## src/rtl/spi_arb.sv

```systemverilog
// spi_arb: two-requester arbiter in front of a single SPI monarch.
// A winner's command is issued to the monarch. The arbiter then waits for the
// monarch to finish, or aborts after TMO_CYC cycles, and hands the response
// back to the requester that owns the transaction.
//
// state | meaning
// IDLE  | no transaction; arbitrate between req0/req1
// ISSUE | grant pulse plus start strobe to the monarch; timeout counter cleared
// WAIT  | waiting for spi_done; timeout counter running
// CMPL  | done (and err on abort) pulse to the owner; update last-served
module spi_arb #(
  parameter int TMO_CYC = 4096,
  parameter bit RR_EN   = 1'b1
) (
  input  logic        clk,
  input  logic        rst,
  input  logic        req0,
  input  logic [15:0] cmd0,
  input  logic        req1,
  input  logic [15:0] cmd1,
  output logic        gnt0,
  output logic        gnt1,
  output logic        done0,
  output logic        done1,
  output logic [15:0] resp,
  output logic        err,
  output logic        busy,
  output logic        snd,
  output logic [15:0] cmd,
  input  logic        spi_done,
  input  logic [15:0] spi_resp
);

  localparam int CW = $clog2(TMO_CYC) + 1;
  localparam logic [CW-1:0] TMO_LAST = CW'(TMO_CYC - 1);

  typedef enum logic [1:0] {
    IDLE  = 2'd0,
    ISSUE = 2'd1,
    WAIT  = 2'd2,
    CMPL  = 2'd3
  } state_t;

  state_t        state, state_nxt;
  logic          owner;
  logic          last_srv;
  logic          abort_q;
  logic          win;
  logic [CW-1:0] tmo_cnt;

  // Winner selection: a sole requester always wins; a tie goes to the
  // requester not served last (round-robin) or to requester 0 (fixed).
  always_comb begin
    win = 1'b0;
    if (req0 && req1) begin
      win = RR_EN ? ~last_srv : 1'b0;
    end else if (req1) begin
      win = 1'b1;
    end
  end

  // State register.
  always_ff @(posedge clk or posedge rst) begin
    if (rst) state <= IDLE;
    else     state <= state_nxt;
  end

  // Next-state logic; a spi_done that coincides with the last timeout cycle
  // still counts as a normal completion.
  always_comb begin
    state_nxt = state;
    case (state)
      IDLE:    if (req0 || req1) state_nxt = ISSUE;
      ISSUE:   state_nxt = WAIT;
      WAIT:    if (spi_done || (tmo_cnt == TMO_LAST)) state_nxt = CMPL;
      CMPL:    state_nxt = IDLE;
      default: state_nxt = IDLE;
    endcase
  end

  // Datapath: latch command/owner on grant, run the timeout, capture response.
  always_ff @(posedge clk or posedge rst) begin
    if (rst) begin
      owner    <= 1'b0;
      last_srv <= 1'b0;
      abort_q  <= 1'b0;
      tmo_cnt  <= '0;
      cmd      <= 16'h0000;
      resp     <= 16'h0000;
    end else begin
      case (state)
        IDLE: begin
          if (req0 || req1) begin
            owner <= win;
            cmd   <= win ? cmd1 : cmd0;
          end
        end
        ISSUE: begin
          tmo_cnt <= '0;
          abort_q <= 1'b0;
        end
        WAIT: begin
          tmo_cnt <= tmo_cnt + 1'b1;
          if (spi_done) begin
            resp <= spi_resp;
          end else if (tmo_cnt == TMO_LAST) begin
            resp    <= 16'hFFFF;
            abort_q <= 1'b1;
          end
        end
        CMPL: begin
          abort_q  <= 1'b0;
          last_srv <= owner;
        end
        default: ;
      endcase
    end
  end

  // Outputs decoded from state so every pulse lasts exactly one cycle.
  always_comb begin
    gnt0  = (state == ISSUE) && !owner;
    gnt1  = (state == ISSUE) &&  owner;
    snd   = (state == ISSUE);
    done0 = (state == CMPL) && !owner;
    done1 = (state == CMPL) &&  owner;
    err   = (state == CMPL) && abort_q;
    busy  = (state != IDLE);
  end

endmodule
```

## config.mk

```make
export PLATFORM = sky130hd
export DESIGN_NAME = spi_arb
export DESIGN_NICKNAME = d
export VERILOG_FILES = /design/src/rtl/spi_arb.sv
export SDC_FILE = /design/constraint.sdc
export NUM_CORES = 1
export LEC_CHECK = 0
export CAP_MARGIN = 20
export CORE_MARGIN = 2
export CORE_UTILIZATION = 25
export CTS_BUF_LIST = sky130_fd_sc_hd__clkbuf_4
export CTS_CLUSTER_DIAMETER = 120
export CTS_CLUSTER_SIZE = 24
export DETAILED_ROUTE_END_ITERATION = 6
export HOLD_SLACK_MARGIN = 0.03
export PLACE_DENSITY_LB_ADDON = 0.05
export SYNTH_ARGS = -nofsm -noshare
export SYNTH_HDL_FRONTEND = slang
export SYNTH_SLANG_ARGS = --single-unit
```

## constraint.sdc

```tcl
create_clock -name clk -period 1.7 [get_ports clk]
set_clock_uncertainty 0.05 [all_clocks]
set_input_delay 0.425 -clock clk [delete_from_list [all_inputs] [get_ports clk]]
set_output_delay 0.425 -clock clk [all_outputs]
set_load 0.02 [all_outputs]
```

==> results_dict.tcl <==
set metrics [dict create \
    status "complete, but fails checks" \
    violations "setup timing" \
    yosys_warnings 0 \
    synthesis.nets 271 \
    critPathArrivalTime_ns 1.30 \
    yosys.area_share.simple_pct 14.1 \
    setup_slack_ns -0.0713 \
    post_synthesis_cell_count 212 \
    worst-endpoint-required_ns 1.22 \
    timing.critical_path.fanout_max 5 \
    worst_pin_slew_ns 0.434 \
    grt_start_max_net_pins 33 \
    antenna_cells 0 \
    final_layout_size_suffix_gt1_share_pct 26.6 \
    worstSetupPathType "reg2out" \
    totalNegativeSetupSlack_ns -0.420 \
    std_cell_rows 35 \
    power_density_nw_per_um2 1540 \
    detail-route-antenna-nets 0 \
    initial_utilization_pct 25.7 \
    yosysTopAreaCellShare_pct 53.0 \
    max-cap-violations 0 \
    synth.mux.area_fraction_pct 8.37 \
    groute.layer.met1.usage_pct 16.4 \
    area_delta_synth_final_pct 64.5 \
    fp.coreArea_um2 9200 \
    cts_bufs_inserted 5 \
    irDropWorstVdd_v 0.000449 \
    drtPass1Iterations 4 \
    synth_top_cells_by_count "sky130_fd_sc_hd__dfrtp_1 (50), sky130_fd_sc_hd__o21ai_0 (22), sky130_fd_sc_hd__nand2_1 (21)" \
    share_of_the_synthesized_netlist_area_taken_by_xor_and_xnor_gates_pct 1.85 \
    placed_area_um2 3630 \
    grt.total_usage_pct 12.2 \
    timing.final.crit_share_pct 104 \
    boundaryPins 92 \
    cts_hold_buf 0 \
    count_of_flip_flops_with_a_built_in_enable_after_synthesis 0 \
    finalMaxSlewViolations 0 \
    clkSinkCount 50 \
    grt_overflow_total 0 \
    clock_latency_on_the_worst_skew_pair_ns 0.35 \
    wire_length_after_detailed_routing_um 6520 \
    yosys_register_bits 50 \
    rsz0062_at_grt "true" \
    mapped_area_um2 2360 \
    num-nets-final 397 \
    worst_setup_hold_path_clk_slew_ns 0.14 \
    critical_path.endpoint_type "primary output" \
    grt_first_pass_wirelength_um 9820 \
    synthTopCellsByArea "sky130_fd_sc_hd__dfrtp_1 (53%), sky130_fd_sc_hd__mux2i_1 (6.8%), sky130_fd_sc_hd__o21ai_0 (4.7%)" \
    routed_wire_length_per_instance_um 14.5 \
    synth.yosys.seq_area_share_pct 53.0 \
    hold_class "in2async" \
    drcViolationCount 0 \
    cts_tree "yes" \
    cts_max_level 2 \
    finalInstanceArea_um2 3880 \
    first_global_vias 1965 \
    synth_area_in_compound_gates_pct 15.7 \
    finalWorstPathRequiredPeriod_ns 1.77 \
    drt_iter0_markers 48 \
    fmax_mhz 565 \
    synth_top_family_by_area "compound AO/OA/AOI/OAI gates" \
    gr-usage-met3_pct 2.76 \
    grt_antenna_before_repair 0 \
    syn_avg_cell_area_um2 11.1 \
    cts_buffer_depth 2 \
    die_width_um 101 \
    cellLeakagePower_nw 1.70 \
    finalWeightedCongestion 0.689 \
    die_y_um 101 \
    die_area_um2 10200 \
    timing.final.hold_violations 0 \
    postSynth.topFlopCell "sky130_fd_sc_hd__dfrtp_1" \
    synthDistinctLibCells 41 \
    use_met2_pct 19.4 \
    power_mw 5.99 \
    port-buffer-count 91 \
    vias_per_cell 4.53 \
    timing.max_slew.rel_slack_pct 70.9 \
    synth_top_cell_by_area "sky130_fd_sc_hd__dfrtp_1" \
    setup_violations 8 \
    routed-via-count 2033 \
    post-synth-top-count-cell "sky130_fd_sc_hd__dfrtp_1" \
    gr-max-usage-layer "met2" \
    postSynth.asyncResetShare_pct 100 \
    synth_adder_area_share_pct 3.18 \
    hpwl_um 4490 \
    cp-start-kind "register" \
    clockRootBuffer "sky130_fd_sc_hd__clkbuf_4" \
]
-- final timing paths --
check / from / end / slack [ns] / depth (start not counted)
worst max-delay path: state[0] / done0 / -0.07 / 3
worst min-delay path: rst / cmd[0] / 0.35 / 3
worst max register to register: state[1] / state[1] / -0.05 / 7
worst min register to register: cmd[10] / cmd[10] / 0.44 / 2
max in group asynchronous: rst / tmo_cnt[7] / 0.99 / 3
min in group clk: cmd[10] / cmd[10] / 0.44 / 2
-- registers in the layout, indices dropped and copies added, names as in the netlist --
name / cells
abort_q: 1
cmd: 16
last_srv: 1
owner: 1
resp: 16
state: 2
tmo_cnt: 13
-- power breakdown --
group,internal (mW),switching (mW)
Sequential,1.64,0.274
Combinational,1.68,1.74
Clock,0.298,0.358
-- through the flow --
step	hold slack (ns)	worst slack [ns]	std cells	util (%)
global placement	0.413	-0.166	432	39.5
global route	0.322	-0.150	449	42.2
CTS	0.323	-0.144	441	40.5
finish	0.347	-0.0713	449	42.2
floorplan	0.406	0.00451	212	-
detailed placement	0.420	-0.184	432	39.5
-- layout by cell type, fill, tap and decap left out, types with 2 or more instances in the layout --
master                            count
sky130_fd_sc_hd__and3_1               2
sky130_fd_sc_hd__nand2_1             21
sky130_fd_sc_hd__inv_2                2
sky130_fd_sc_hd__clkbuf_4             5
sky130_fd_sc_hd__a22o_1               2
sky130_fd_sc_hd__nor2b_1              2
sky130_fd_sc_hd__ha_4                 4
sky130_fd_sc_hd__and2_4               3
sky130_fd_sc_hd__o21a_4               2
sky130_fd_sc_hd__inv_4                2
sky130_fd_sc_hd__nand3_1              6
sky130_fd_sc_hd__dlygate4sd2_1       32
sky130_fd_sc_hd__dfrtp_2              2
sky130_fd_sc_hd__clkdlybuf4s50_1     52
sky130_fd_sc_hd__inv_1                5
sky130_fd_sc_hd__ha_2                 2
sky130_fd_sc_hd__dfrtp_1             48
sky130_fd_sc_hd__nor4_4               2
sky130_fd_sc_hd__nor2_1               9
sky130_fd_sc_hd__xor2_1               5
sky130_fd_sc_hd__o21ai_0             22
sky130_fd_sc_hd__mux2i_1             16
sky130_fd_sc_hd__o22a_2               6
sky130_fd_sc_hd__o22a_1              10
sky130_fd_sc_hd__buf_4               31
sky130_fd_sc_hd__nand4_1              5
sky130_fd_sc_hd__buf_6                9
sky130_fd_sc_hd__a21oi_1              2
sky130_fd_sc_hd__buf_12               4
-- what timing repair did --
item                                    CTS  global route
gates resized for setup                  81            21
buffers inserted                          2             7
pin swaps                                 4            15
cloned                                    0             1
endpoints found under the setup margin   40            26
-- layer usage --
layer,vias to the layer above,share of wire [%]
met4,0,1.9
met3,9,5.6
li1,1015,-
met2,59,45
met5,-,0
met1,950,47
-- worst max-delay path, stage by stage (launching register included) --
cell and delay, ns:
sky130_fd_sc_hd__dfrtp_2 0.48, sky130_fd_sc_hd__ha_4 0.19, sky130_fd_sc_hd__nor2b_1 0.12, sky130_fd_sc_hd__buf_4 0.16
-- logic make-up (layout without fill, tap and decap cells) --
logic type	count (synthesis)	after routing
AO/OA/AOI/OAI	53	54
XOR/XNOR	5	5
adder cells (fa/ha/maj)	6	6
buffers and inverters	19	144
flip-flops	50	50
multiplexers	19	19
AND/OR/NAND/NOR	60	60
-- area by class of cell --
| cell class | count | area [um2] |
|---|---|---|
| multi-input cells | 144 | 1170 |
| well taps | 111 | 139 |
| inverters | 9 | 38.8 |
| fillers | 945 | 5310 |
| repair buffers | 128 | 1210 |
| clock inverters | 2 | 33.8 |
| flip-flops and latches | 50 | 1250 |
| clock buffers | 5 | 37.5 |
Power figures use the tool's default switching activity.
